`src/rtl/rssi_meas_sched.sv`:
```
// rtl/rssi_meas_sched.sv - round-robin scheduler for the shared RSSI measurement window (optional RSSI_MEAS_TIMEOUT_EN)
module rssi_meas_sched #(
   parameter int IQ_DATA_WIDTH = 16,
   parameter int LOG2_MAX_WIN  = 10,
   parameter int SETTLE_LEN    = 32
`ifdef RSSI_MEAS_TIMEOUT_EN
   ,
   parameter int TIMEOUT_CYCLES = 4096
`endif
) (
   input  logic                     clk,
   input  logic                     rst,
   input  logic [IQ_DATA_WIDTH-1:0] iq_rssi,
   input  logic                     iq_rssi_valid,
   input  logic                     req0,
   input  logic [3:0]               req0_log2_win,
   input  logic                     req1,
   input  logic [3:0]               req1_log2_win,
   input  logic                     abort,
   output logic                     gnt0,
   output logic                     gnt1,
   output logic                     busy,
   output logic [IQ_DATA_WIDTH-1:0] meas_avg,
   output logic [IQ_DATA_WIDTH-1:0] meas_max,
   output logic                     meas_owner,
   output logic                     meas_done
`ifdef RSSI_MEAS_TIMEOUT_EN
   ,
   output logic                     meas_timeout
`endif
);

   localparam int ACC_W       = IQ_DATA_WIDTH + LOG2_MAX_WIN;
   localparam int SET_W       = $clog2(SETTLE_LEN + 1);
   localparam int CNT_W       = (LOG2_MAX_WIN + 1 > SET_W) ? LOG2_MAX_WIN + 1 : SET_W;
   localparam int SETTLE_LAST = (SETTLE_LEN > 0) ? SETTLE_LEN - 1 : 0;
   localparam logic [3:0] MAX_WIN = 4'(LOG2_MAX_WIN);

   typedef enum logic [1:0] {
      S_IDLE   = 2'd0,
      S_SETTLE = 2'd1,
      S_ACCUM  = 2'd2,
      S_DONE   = 2'd3
   } state_t;

   state_t                   state_q;
   logic                     last_q;      // port served by the most recent grant
   logic                     owner_q;     // owner of the running measurement
   logic [3:0]               win_q;
   logic [CNT_W-1:0]         cnt_q;
   logic [ACC_W-1:0]         acc_q;
   logic [IQ_DATA_WIDTH-1:0] max_q;

   logic                     gnt0_q;
   logic                     gnt1_q;
   logic                     busy_q;
   logic                     done_q;
   logic                     owner_o_q;
   logic [IQ_DATA_WIDTH-1:0] avg_q;
   logic [IQ_DATA_WIDTH-1:0] max_o_q;

   logic                     pick1_d;
   logic [3:0]               win_sel_d;
   logic [3:0]               win_clamp_d;
   logic [IQ_DATA_WIDTH-1:0] samp_d;
   logic [ACC_W-1:0]         acc_d;
   logic [IQ_DATA_WIDTH-1:0] max_d;
   logic [IQ_DATA_WIDTH-1:0] avg_d;
   logic                     cnt_last_d;

`ifdef RSSI_MEAS_TIMEOUT_EN
   localparam int TCW = $clog2(TIMEOUT_CYCLES + 1);
   logic [TCW-1:0]           tcnt_q;
   logic                     timeout_q;
   logic                     tmo_hit_d;
   logic [IQ_DATA_WIDTH-1:0] avg_part_d;
`endif

   // Arbitration winner, clamped window, and the datapath result of the current sample
   always_comb begin
      pick1_d     = req1 & (~req0 | ~last_q);
      win_sel_d   = pick1_d ? req1_log2_win : req0_log2_win;
      win_clamp_d = (win_sel_d > MAX_WIN) ? MAX_WIN : win_sel_d;
      samp_d      = iq_rssi[IQ_DATA_WIDTH-1] ? '0 : iq_rssi;
      acc_d       = acc_q + ACC_W'(samp_d);
      max_d       = (samp_d > max_q) ? samp_d : max_q;
      avg_d       = IQ_DATA_WIDTH'(acc_d >> win_q);
      cnt_last_d  = (cnt_q == ((CNT_W'(1) << win_q) - CNT_W'(1)));
`ifdef RSSI_MEAS_TIMEOUT_EN
      tmo_hit_d   = ~iq_rssi_valid & (tcnt_q == TCW'(TIMEOUT_CYCLES - 1));
      avg_part_d  = IQ_DATA_WIDTH'(acc_q >> win_q);
`endif
   end

   // Measurement FSM with registered grant, busy and result outputs
   always_ff @(posedge clk) begin
      if (rst) begin
         state_q   <= S_IDLE;
         last_q    <= 1'b1;
         owner_q   <= 1'b0;
         win_q     <= '0;
         cnt_q     <= '0;
         acc_q     <= '0;
         max_q     <= '0;
         gnt0_q    <= 1'b0;
         gnt1_q    <= 1'b0;
         busy_q    <= 1'b0;
         done_q    <= 1'b0;
         owner_o_q <= 1'b0;
         avg_q     <= '0;
         max_o_q   <= '0;
`ifdef RSSI_MEAS_TIMEOUT_EN
         tcnt_q    <= '0;
         timeout_q <= 1'b0;
`endif
      end else begin
         gnt0_q <= 1'b0;
         gnt1_q <= 1'b0;
         done_q <= 1'b0;
         case (state_q)
            S_IDLE: begin
               if (req0 | req1) begin
                  gnt0_q  <= ~pick1_d;
                  gnt1_q  <= pick1_d;
                  last_q  <= pick1_d;
                  owner_q <= pick1_d;
                  win_q   <= win_clamp_d;
                  cnt_q   <= '0;
                  acc_q   <= '0;
                  max_q   <= '0;
                  busy_q  <= 1'b1;
                  state_q <= (SETTLE_LEN == 0) ? S_ACCUM : S_SETTLE;
`ifdef RSSI_MEAS_TIMEOUT_EN
                  tcnt_q    <= '0;
                  timeout_q <= 1'b0;
`endif
               end
            end
            S_SETTLE, S_ACCUM: begin
`ifdef RSSI_MEAS_TIMEOUT_EN
               tcnt_q <= iq_rssi_valid ? '0 : tcnt_q + TCW'(1);
`endif
               if (abort) begin
                  state_q <= S_IDLE;
                  busy_q  <= 1'b0;
               end else if (iq_rssi_valid) begin
                  if (state_q == S_SETTLE) begin
                     if (cnt_q == CNT_W'(SETTLE_LAST)) begin
                        cnt_q   <= '0;
                        state_q <= S_ACCUM;
                     end else begin
                        cnt_q <= cnt_q + CNT_W'(1);
                     end
                  end else begin
                     acc_q <= acc_d;
                     max_q <= max_d;
                     if (cnt_last_d) begin
                        state_q   <= S_DONE;
                        done_q    <= 1'b1;
                        avg_q     <= avg_d;
                        max_o_q   <= max_d;
                        owner_o_q <= owner_q;
                     end else begin
                        cnt_q <= cnt_q + CNT_W'(1);
                     end
                  end
               end
`ifdef RSSI_MEAS_TIMEOUT_EN
               else if (tmo_hit_d) begin
                  state_q   <= S_DONE;
                  done_q    <= 1'b1;
                  timeout_q <= 1'b1;
                  avg_q     <= avg_part_d;
                  max_o_q   <= max_q;
                  owner_o_q <= owner_q;
               end
`endif
            end
            S_DONE: begin
               state_q <= S_IDLE;
               busy_q  <= 1'b0;
            end
            default: begin
               state_q <= S_IDLE;
               busy_q  <= 1'b0;
            end
         endcase
      end
   end

   assign gnt0       = gnt0_q;
   assign gnt1       = gnt1_q;
   assign busy       = busy_q;
   assign meas_avg   = avg_q;
   assign meas_max   = max_o_q;
   assign meas_owner = owner_o_q;
   assign meas_done  = done_q;
`ifdef RSSI_MEAS_TIMEOUT_EN
   assign meas_timeout = timeout_q;
`endif

endmodule

```
`config.mk`:
```
export PLATFORM = sky130hd
export DESIGN_NAME = rssi_meas_sched
export DESIGN_NICKNAME = d
export VERILOG_FILES = /design/src/rtl/rssi_meas_sched.sv
export SDC_FILE = /design/constraint.sdc
export NUM_CORES = 1
export LEC_CHECK = 0
export CAP_MARGIN = 25
export CORE_ASPECT_RATIO = 1.4
export CORE_MARGIN = 2
export CORE_UTILIZATION = 55
export DETAILED_ROUTE_END_ITERATION = 10
export PLACE_DENSITY = 0.81
export SLEW_MARGIN = 10
export SYNTH_ARGS = -nofsm -noshare
export SYNTH_HDL_FRONTEND = slang
export SYNTH_SLANG_ARGS = --single-unit
```
`constraint.sdc`:
```
create_clock -name clk -period 12.5 [get_ports clk]
set_input_delay 2.5 -clock clk [delete_from_list [all_inputs] [get_ports clk]]
set_output_delay 2.5 -clock clk [all_outputs]
set_load 0.01 [all_outputs]
```
==> results.cfg, run 1 <==
[critical_path]
endpoint_kind = flop
timing.critical_path.from = iq_rssi[15]
rr_startpoint = win_q[0]
worst-setup-path-type = input port to flop
critical_path.max_fanout = 15
crit_path_start_kind = input port
critical_path_required_ps = 12750
worst-endpoint-arrival_ps = 6690

[global_route]
grt_start_max_net_pins = 85
number_of_global_route_vias_before_repair = 6464
groute.usage.overall = 0.287
grt_overflow_total = 0
antenna_found_initial = 0
grt_first_pass_wirelength_microns = 32200

[layout]
syn2layout_area_growth_pct = 13.8
antenna-diode-count = 0
num-nets-final = 980
layout-drive-gt1-share = 0.0720

[pwr]
power_frac_seq = 0.280
comb_power_share = 0.491
peakVddDrop_uv = 108
power.net_switching_mw = 0.531
switching_share = 0.424
share_clk_of_total_power = 0.230
power-per-cell-area_nw_per_um2 = 153
internal_power_mw = 0.722
total_leakage_power_nw = 3.10

[synth]
synth-async-reset-ratio = 0
mappedNetlistNets = 954
synthesis.area_sq_um = 7190
yosysWarnings = 0
yosys.cell_types.count = 79
avg_synthesized_cell_area_sq_um = 8.11
synth_top_flop_cell = sky130_fd_sc_hd__dfxtp_1
synth_cells = 886
ys_ff_latch = 98
synth-seq-area-share = 0.273
synth-edff-count = 0

[sta]
setup_ws_ps = 6060
timing.final.hold_violations = 0
setup_viol = 0
tightestPinTransition_ps = 1020
slew_headroom = 0.321
report.final.slew_viol_count = 0
hold_ws_ps = 450
period_share = 0.515
fin_crit_ps = 6440
timing.fmax_mhz = 155
finalClockSkew_ps = 12.6
timing.setup.tns_ps = 0
grt_setup_unrepaired = no

[run]
cap_violations = 0

[route]
ant_nets = 0
drt_drc_violations_left = 0
avgViaCountPerCell = 6.41
first_iter_violations = 465
totalWireLength_microns = 20100
routed-via-count = 6855
detailedRoute.firstPassIterationCount = 9
drt-wirelength-per-cell_microns = 18.8

[cts]
ctsResizeCount = 0
clk_pin_slew_worst_paths_ps = 70
clk_latency_ps = 360
holdBufCountCts = 0
cts-root-buf = sky130_fd_sc_hd__clkbuf_16
max-clock-path-buffers = 2
post-cts-setup-buffer-count = 0
clock_tree_from_tritoncts = built
cts_h_tree_lvls = 3
cts_buffers = 9
tritoncts_num_sinks = 98

[floorplan]
design.core.area_sq_um = 12800
number_of_primary_i_o_pins = 67
die_w_microns = 101
initial_utilization = 0.561
die-area_sq_um = 14000
core.rowCount = 49
die_y_microns = 139

[min_path]
worst_hold_path_type = flop to flop
worst_hold_startpoint = meas_avg[13]

[place]
number_of_buffers_added_on_ports = 66
detailedPlacementHpwl_microns = 14700
post-place-ws_ps = 5760
place_congestion = 0.935

[status]
outcome = complete, no violations
## synthesized netlist by cell type (all sizes together) (6+ instances only)
library cell | count | share of area
nor2 | 107 | 0.056
dfxtp | 98 | 0.27
nand2 | 69 | 0.036
a21oi | 55 | 0.039
o21ai | 40 | 0.028
clkbuf | 38 | 0.020
ha | 37 | 0.064
mux2i | 36 | 0.050
nand3 | 34 | 0.024
inv | 30 | 0.016
a211oi | 29 | 0.031
a22oi | 25 | 0.026
buf | 25 | 0.017
xnor2 | 24 | 0.029
nor2b | 20 | 0.017
a21o | 18 | 0.019
xor2 | 17 | 0.021
mux4 | 14 | 0.044
nor3 | 14 | 0.010
nand4 | 12 | 0.010
o211ai | 9 | 0.010
or3 | 8 | 0.0070
nor3b | 7 | 0.0080
nor4 | 7 | 0.0082
o21a | 7 | 0.0073
a221oi | 6 | 0.0073
and3 | 6 | 0.0052
mux2 | 6 | 0.0094
or2 | 6 | 0.0052
## per-stage QoR
step	area [sq um]	std cells	total power, mW	utilization
after floorplan	7190	886	0.804	-
after global placement	7860	1053	0.934	0.613
after detailed placement	7890	1054	0.960	0.615
after CTS	8180	1070	1.25	0.638
after global routing	8180	1070	1.33	0.638
final	8180	1070	1.25	0.638
## logic make-up after synthesis
logic type,Yosys count,synth area share
compound gates,251,0.245
flops,98,0.273
xor+xnor,41,0.0500
buf+inv,94,0.0529
simple gates,308,0.208
mux,56,0.103
fa+ha+maj,38,0.0672
## final cells by class
| type | instances | area, sq um |
|---|---|---|
| clock inverters | 5 | 62.6 |
| clock buffers | 11 | 233 |
| inverters | 31 | 116 |
| flip-flops and latches | 98 | 1960 |
| fillers | 1116 | 4630 |
| repair buffers | 78 | 766 |
| multi-input cells | 694 | 4850 |
| well taps | 153 | 191 |
## power groups by stage
stage / registers, mW / logic [mW] / clock network, mW
after floorplan: 0.356 / 0.448 / 0
after global placement: 0.357 / 0.577 / 0
after detailed placement: 0.358 / 0.603 / 0
after CTS: 0.350 / 0.607 / 0.291
after global routing: 0.353 / 0.669 / 0.304
final: 0.350 / 0.615 / 0.288
## worst max-delay path, stage by stage
cell and delay (ps):
sky130_fd_sc_hd__clkdlybuf4s50_1 830, sky130_fd_sc_hd__nor2b_1 190, sky130_fd_sc_hd__ha_1 270, sky130_fd_sc_hd__fa_1 440
sky130_fd_sc_hd__a21o_1 210, sky130_fd_sc_hd__a311oi_1 300, sky130_fd_sc_hd__o221ai_1 210, sky130_fd_sc_hd__a211oi_2 280
sky130_fd_sc_hd__xnor2_1 210, sky130_fd_sc_hd__a221o_1 440, sky130_fd_sc_hd__o32ai_1 430, sky130_fd_sc_hd__nand2_1 130
sky130_fd_sc_hd__a32o_1 260
## routing by layer
layer  vias to the layer above  GRT usage  share of wire
li1                       3307          -              -
met1                      3249      0.340           0.40
met2                       251      0.504           0.51
met3                        48     0.0467          0.059
met4                         0      0.120          0.034
met5                         -          0              0
## flip-flops by register name (all words and copies together), names as in the netlist
signal and count:
meas_max 16, cnt_q 11, state_q 2, win_q 4
last_q 1, owner_q 1, max_q 16, busy 1
gnt0 1, meas_owner 1, meas_avg 16, meas_done 1
acc_q 26, gnt1 1
## placed cells by master (no fill, tap or decap), types with 7 or more instances in the layout
| cell type | count |
|---|---|
| sky130_fd_sc_hd__mux4_2 | 14 |
| sky130_fd_sc_hd__clkdlybuf4s50_1 | 65 |
| sky130_fd_sc_hd__nor3_1 | 13 |
| sky130_fd_sc_hd__a22oi_1 | 25 |
| sky130_fd_sc_hd__o21ai_0 | 36 |
| sky130_fd_sc_hd__a21oi_1 | 54 |
| sky130_fd_sc_hd__buf_4 | 11 |
| sky130_fd_sc_hd__a21o_1 | 18 |
| sky130_fd_sc_hd__dfxtp_1 | 98 |
| sky130_fd_sc_hd__nand2_1 | 68 |
| sky130_fd_sc_hd__a211oi_1 | 28 |
| sky130_fd_sc_hd__nand3_1 | 34 |
| sky130_fd_sc_hd__nor2b_1 | 20 |
| sky130_fd_sc_hd__ha_1 | 37 |
| sky130_fd_sc_hd__o21a_1 | 7 |
| sky130_fd_sc_hd__nand4_1 | 12 |
| sky130_fd_sc_hd__or3_1 | 8 |
| sky130_fd_sc_hd__xor2_1 | 17 |
| sky130_fd_sc_hd__o211ai_1 | 8 |
| sky130_fd_sc_hd__nor2_1 | 107 |
| sky130_fd_sc_hd__inv_1 | 29 |
| sky130_fd_sc_hd__clkbuf_16 | 9 |
| sky130_fd_sc_hd__xnor2_1 | 24 |
| sky130_fd_sc_hd__mux2i_1 | 36 |
## path summary, 6_finish.rpt
check,endpoint,slack (ps),cells past startpoint
min,meas_avg[13],450,2
min reg2reg,meas_avg[13],450,2
max,meas_avg[10],6060,13
max reg2reg,meas_avg[9],8150,14
Note: power is estimated with default switching activity, not from simulation.
==> run 2: changes to the inputs <==
- clock period: 12.5 -> 6.5 ns (I/O delays scaled with it)
==> run 2 against run 1 <==
Effect of this change:
- clock power is 110% higher
- core utilization is 0.20 points higher
- sequential share of layout area is 0.073 points lower
- die area stayed put
- power is 94% higher
- design area is 0.31% higher
- critical path depth stayed put
- global-route usage is 0.24 points higher
- via count is 0.20% higher
- non-clock buffer count is 1 higher
- critical path type unchanged
- largest cell class unchanged
==> results.cfg, run 2 (synthesis gave the netlist of run 1 again) <==
[status]
outcome = complete, no violations

[sta]
fin_crit_ps = 5280
finalClockSkew_ps = 14.1
setup_viol = 0
timing.setup.tns_ps = 0
timing.fmax_mhz = 190
report.final.slew_viol_count = 0
timing.final.hold_violations = 0
tightestPinTransition_ps = 1000
period_share = 0.812
slew_headroom = 0.331
grt_setup_unrepaired = no

[route]
detailedRoute.firstPassIterationCount = 7
routed-via-count = 6869
ant_nets = 0
drt_drc_violations_left = 0
first_iter_violations = 503
totalWireLength_microns = 20200
avgViaCountPerCell = 6.41
drt-wirelength-per-cell_microns = 18.8

[layout]
most_frequent_cells_in_the_layout = sky130_fd_sc_hd__nor2_1 (107), sky130_fd_sc_hd__dfxtp_1 (98), sky130_fd_sc_hd__nand2_1 (68), sky130_fd_sc_hd__clkdlybuf4s50_1 (65), sky130_fd_sc_hd__a21oi_1 (54)
layout-drive-gt1-share = 0.0752
antenna-diode-count = 0
final_core_util = 0.640
largest_reg_flops = 26
syn2layout_area_growth_pct = 14.2
final-instance-count-excl-fill = 1071
num-nets-final = 981
top_reg_by_flops = acc_q
layout.cells.most_common = sky130_fd_sc_hd__nor2_1

[critical_path]
endpoint_kind = flop
slowest_stage = sky130_fd_sc_hd__clkdlybuf4s50_1
crit_path_max_incr_delay_ps = 840
crit_path_start_kind = input port
worst-setup-path-type = input port to flop
critical_path.max_fanout = 15
path_cells = clkdlybuf4s50_1 > nor2b_1 > ha_1 > fa_1 > a21o_1 > a311oi_1 > o221ai_1 > a211oi_2 > xnor2_1 > mux4_2 > mux2_2 > a32o_1 > a41o_1
critical_path_required_ps = 6760
cpLargestDelayFamily = compound AO/OA/AOI/OAI gates
critical_path_buf_inv_count = 1
worst-endpoint-arrival_ps = 5530

[cts]
tritoncts_num_sinks = 98
clock_tree_from_tritoncts = built
post-cts-setup-buffer-count = 0
clk_pin_slew_worst_paths_ps = 80
max-clock-path-buffers = 2
holdBufCountCts = 0
clk_latency_ps = 360
cts_h_tree_lvls = 3
ctsResizeCount = 0
cts-root-buf = sky130_fd_sc_hd__clkbuf_16
cts_buffers = 9

[global_route]
grt_first_pass_wirelength_microns = 32800
grt_start_max_net_pins = 57
grt_overflow_total = 0
number_of_global_route_vias_before_repair = 6498
groute.usage.overall = 0.289
antenna_found_initial = 0

[pwr]
peakVddDrop_uv = 136
total_leakage_power_nw = 3.12
power-per-cell-area_nw_per_um2 = 296

[floorplan]
initial_utilization = 0.561
die_y_microns = 139
core.rowCount = 49
design.core.area_sq_um = 12800
die-area_sq_um = 14000
number_of_primary_i_o_pins = 67
die_w_microns = 101

[min_path]
worst_hold_path_type = flop to flop

[place]
number_of_buffers_added_on_ports = 66
dp_cells = 1055
place_congestion = 0.924
detailedPlacementHpwl_microns = 14700

[run]
cap_violations = 0
==> run 2: cell types whose count changed in the layout (fill, tap and decap cells not counted) <==
cell / previous run / this run
sky130_fd_sc_hd__clkinv_4: 1 / 2
sky130_fd_sc_hd__inv_6: 1 / 0
sky130_fd_sc_hd__inv_8: 0 / 3
sky130_fd_sc_hd__buf_16: 1 / 0
sky130_fd_sc_hd__clkbuf_8: 0 / 1
sky130_fd_sc_hd__clkbuf_1: 2 / 0
sky130_fd_sc_hd__buf_12: 0 / 1
sky130_fd_sc_hd__clkinvlp_4: 2 / 0
sky130_fd_sc_hd__buf_4: 11 / 12
==> run 2: worst paths after layout <==
check / from / to / slack [ps] / depth (start not counted)
max: iq_rssi[15] / meas_avg[9] / 1220 / 13
min: meas_avg[13] / meas_avg[13] / 450 / 2
max reg2reg: win_q[0] / meas_avg[9] / 2040 / 14
min reg2reg: meas_avg[13] / meas_avg[13] / 450 / 2
==> run 2: power breakdown <==
| part | switching (mW) | internal (mW) |
|---|---|---|
| clock network | 0.271 | 0.319 |
| logic | 0.739 | 0.424 |
| registers | 0.0305 | 0.644 |
| total | 1.04 | 1.39 |
==> run 2: stage by stage <==
step | total power, mW | area (sq um) | hold WS [ps] | setup slack (ps)
finish | 2.43 | 8210 | 447 | 1220
global placement | 1.81 | 7890 | 435 | 1010
floorplan | 1.55 | 7190 | 436 | 2060
CTS | 2.41 | 8210 | 452 | 1270
detailed placement | 1.82 | 7890 | 441 | 919
global route | 2.57 | 8210 | 472 | 1050
==> run 2: layout make-up <==
| type | count | area, sq um |
|---|---|---|
| Sequential cell | 98 | 1960 |
| Fill cell | 1111 | 4610 |
| Tap cell | 153 | 191 |
| Clock buffer | 10 | 239 |
| Inverter | 31 | 116 |
| Timing Repair Buffer | 79 | 766 |
| Multi-Input combinational cell | 694 | 4850 |
| Clock inverter | 6 | 81.3 |
==> run 2: per-layer routing <==
| metal | global-route usage | wire length, microns |
|---|---|---|
| met5 | 0 | 0 |
| met4 | 0.129 | 825 |
| met3 | 0.0407 | 1040 |
| met2 | 0.494 | 10100 |
| met1 | 0.356 | 8180 |
==> run 2: worst register-to-register path: stages, from the launching register on <==
cell and delay, ps:
sky130_fd_sc_hd__dfxtp_1 320, sky130_fd_sc_hd__buf_4 310, sky130_fd_sc_hd__inv_2 270, sky130_fd_sc_hd__nor2_1 440
sky130_fd_sc_hd__nand2_1 110, sky130_fd_sc_hd__ha_1 360, sky130_fd_sc_hd__or3_1 380, sky130_fd_sc_hd__a21oi_1 200
sky130_fd_sc_hd__o21a_1 150, sky130_fd_sc_hd__o211ai_1 140, sky130_fd_sc_hd__nor4_2 740, sky130_fd_sc_hd__buf_4 330
sky130_fd_sc_hd__nor2_1 150, sky130_fd_sc_hd__a32o_1 270, sky130_fd_sc_hd__a41o_1 190
==> run 3: changes to the inputs <==
- CORE_UTILIZATION: 55 -> 53
- PLACE_DENSITY: 0.81 -> 0.82
- clock period: 6.5 -> 4.2 ns (I/O delays scaled with it)
==> run 3 against run 2 <==
Effect of this change:
- setup slack got worse by 1200 ps
- global-route usage increased by 1.2 points
- core utilization increased by 5.1 points
- power increased by 62%
- critical path depth unchanged
- critical endpoint unchanged
- highest routed layer unchanged
==> results.cfg, run 3 (synthesis gave the netlist of run 1 again) <==
[sta]
report.final.slew_viol_count = 0
timing.final.hold_violations = 0
setup_viol = 0
tightestPinTransition_ps = 987
finalClockSkew_ps = 12.1
setup_ws_ps = 9.70
period_share = 0.998
timing.fmax_mhz = 239
slew_headroom = 0.342
fin_crit_ps = 4190

[layout]
layout.cells.most_common = sky130_fd_sc_hd__buf_4
final-instance-count-excl-fill = 1216
syn2layout_area_growth_pct = 28.3
final_area_sq_um = 9220
layout-drive-gt1-share = 0.200
num-nets-final = 1097
antenna-diode-count = 0
most_frequent_cells_in_the_layout = sky130_fd_sc_hd__buf_4 (127), sky130_fd_sc_hd__nor2_1 (106), sky130_fd_sc_hd__dfxtp_1 (97), sky130_fd_sc_hd__nand2_1 (68), sky130_fd_sc_hd__clkdlybuf4s50_1 (64)
top_reg_by_flops = acc_q
largest_reg_flops = 26

[place]
number_of_buffers_added_on_ports = 66
place_congestion = 0.964
dp_cells = 1196
detailed_place.area_sq_um = 8760
post-place-ws_ps = -360
detailedPlacementHpwl_microns = 16100

[critical_path]
worst-endpoint-arrival_ps = 4450
critical_path.max_fanout = 6
critical_path_required_ps = 4460
worst-setup-path-type = input port to flop
endpoint_kind = flop
r2r_slack_ps = 370
crit_path_start_kind = input port

[route]
first_iter_violations = 601
drt_drc_violations_left = 0
totalWireLength_microns = 23000
routed-via-count = 7741
drt-wirelength-per-cell_microns = 18.9
detailedRoute.firstPassIterationCount = 5
ant_nets = 0
avgViaCountPerCell = 6.37

[global_route]
grt_start_max_net_pins = 50
grt_first_pass_wirelength_microns = 34700
number_of_global_route_vias_before_repair = 7259
antenna_found_initial = 0
groute.usage.overall = 0.301
grt_overflow_total = 0

[cts]
clock_tree_from_tritoncts = built
cts_h_tree_lvls = 3
holdBufCountCts = 0
clk_pin_slew_worst_paths_ps = 80
clk_latency_ps = 360
cts_buffers = 9
cts-root-buf = sky130_fd_sc_hd__clkbuf_16
max-clock-path-buffers = 2
tritoncts_num_sinks = 98

[run]
cap_violations = 0

[status]
outcome = complete, no violations

[floorplan]
number_of_primary_i_o_pins = 67
core.rowCount = 50
die-area_sq_um = 14500
design.core.area_sq_um = 13300
die_w_microns = 102
die_y_microns = 142
initial_utilization = 0.539

[pwr]
peakVddDrop_uv = 239
power-per-cell-area_nw_per_um2 = 428
total_leakage_power_nw = 3.76

[min_path]
worst_hold_path_type = flop to flop
run 3: power breakdown:
| group | switching (mW) | internal (mW) | leakage, nW |
|---|---|---|---|
| combinational | 1.21 | 0.840 | 2.83 |
| clock | 0.398 | 0.430 | 0.143 |
| sequential | 0.0659 | 0.998 | 0.792 |
| total | 1.68 | 2.27 | 3.76 |
run 3: stage by stage:
step                      power, mW  setup TNS [ps]  hold WS (ps)   util
after floorplan                2.39               0           436      -
after global placement         2.99           -2890           445  0.658
after detailed placement       3.03           -3610           450  0.658
after CTS                      3.86               0           467  0.679
after global routing           4.15            -135           477  0.692
final                          3.94               0           464  0.692
run 3: final timing paths:
check | endpoint | depth (start not counted) | start
worst min register to register | meas_avg[4] | 1 | meas_avg[4]
worst max-delay path | meas_avg[9] | 13 | iq_rssi[0]
worst max register to register | meas_avg[13] | 14 | win_q[0]
worst min-delay path | meas_avg[4] | 1 | meas_avg[4]
run 3: final cells by class:
cell class	instances	area (sq um)
multi-input cells	694	4980
fillers	1013	4110
flip-flops and latches	98	1960
repair buffers	195	1640
clock buffers	11	243
well taps	182	228
inverters	31	116
clock inverters	5	46.3
run 3: repair_timing:
item	4_1_cts	5_1_grt
setup endpoints to repair	0	18
buffers inserted	0	4
gates resized for setup	0	31
run 3: critical path, stage by stage:
cell and delay (ps):
sky130_fd_sc_hd__clkdlybuf4s50_1 380, sky130_fd_sc_hd__nor2b_1 150, sky130_fd_sc_hd__ha_1 230, sky130_fd_sc_hd__fa_1 400, sky130_fd_sc_hd__a21o_1 200, sky130_fd_sc_hd__a311oi_2 370, sky130_fd_sc_hd__o221ai_2 220, sky130_fd_sc_hd__a211oi_2 290
sky130_fd_sc_hd__xnor2_2 160, sky130_fd_sc_hd__mux4_2 470, sky130_fd_sc_hd__mux2_2 290, sky130_fd_sc_hd__a32o_1 260, sky130_fd_sc_hd__a41o_1 190
run 3: layer usage:
| metal | GRT usage | vias up | part of all wire |
|---|---|---|---|
| li1 | - | 3549 | - |
| met1 | 0.342 | 3667 | 0.37 |
| met2 | 0.530 | 390 | 0.50 |
| met3 | 0.0399 | 135 | 0.058 |
| met4 | 0.175 | 0 | 0.068 |
| met5 | 0 | - | 0 |
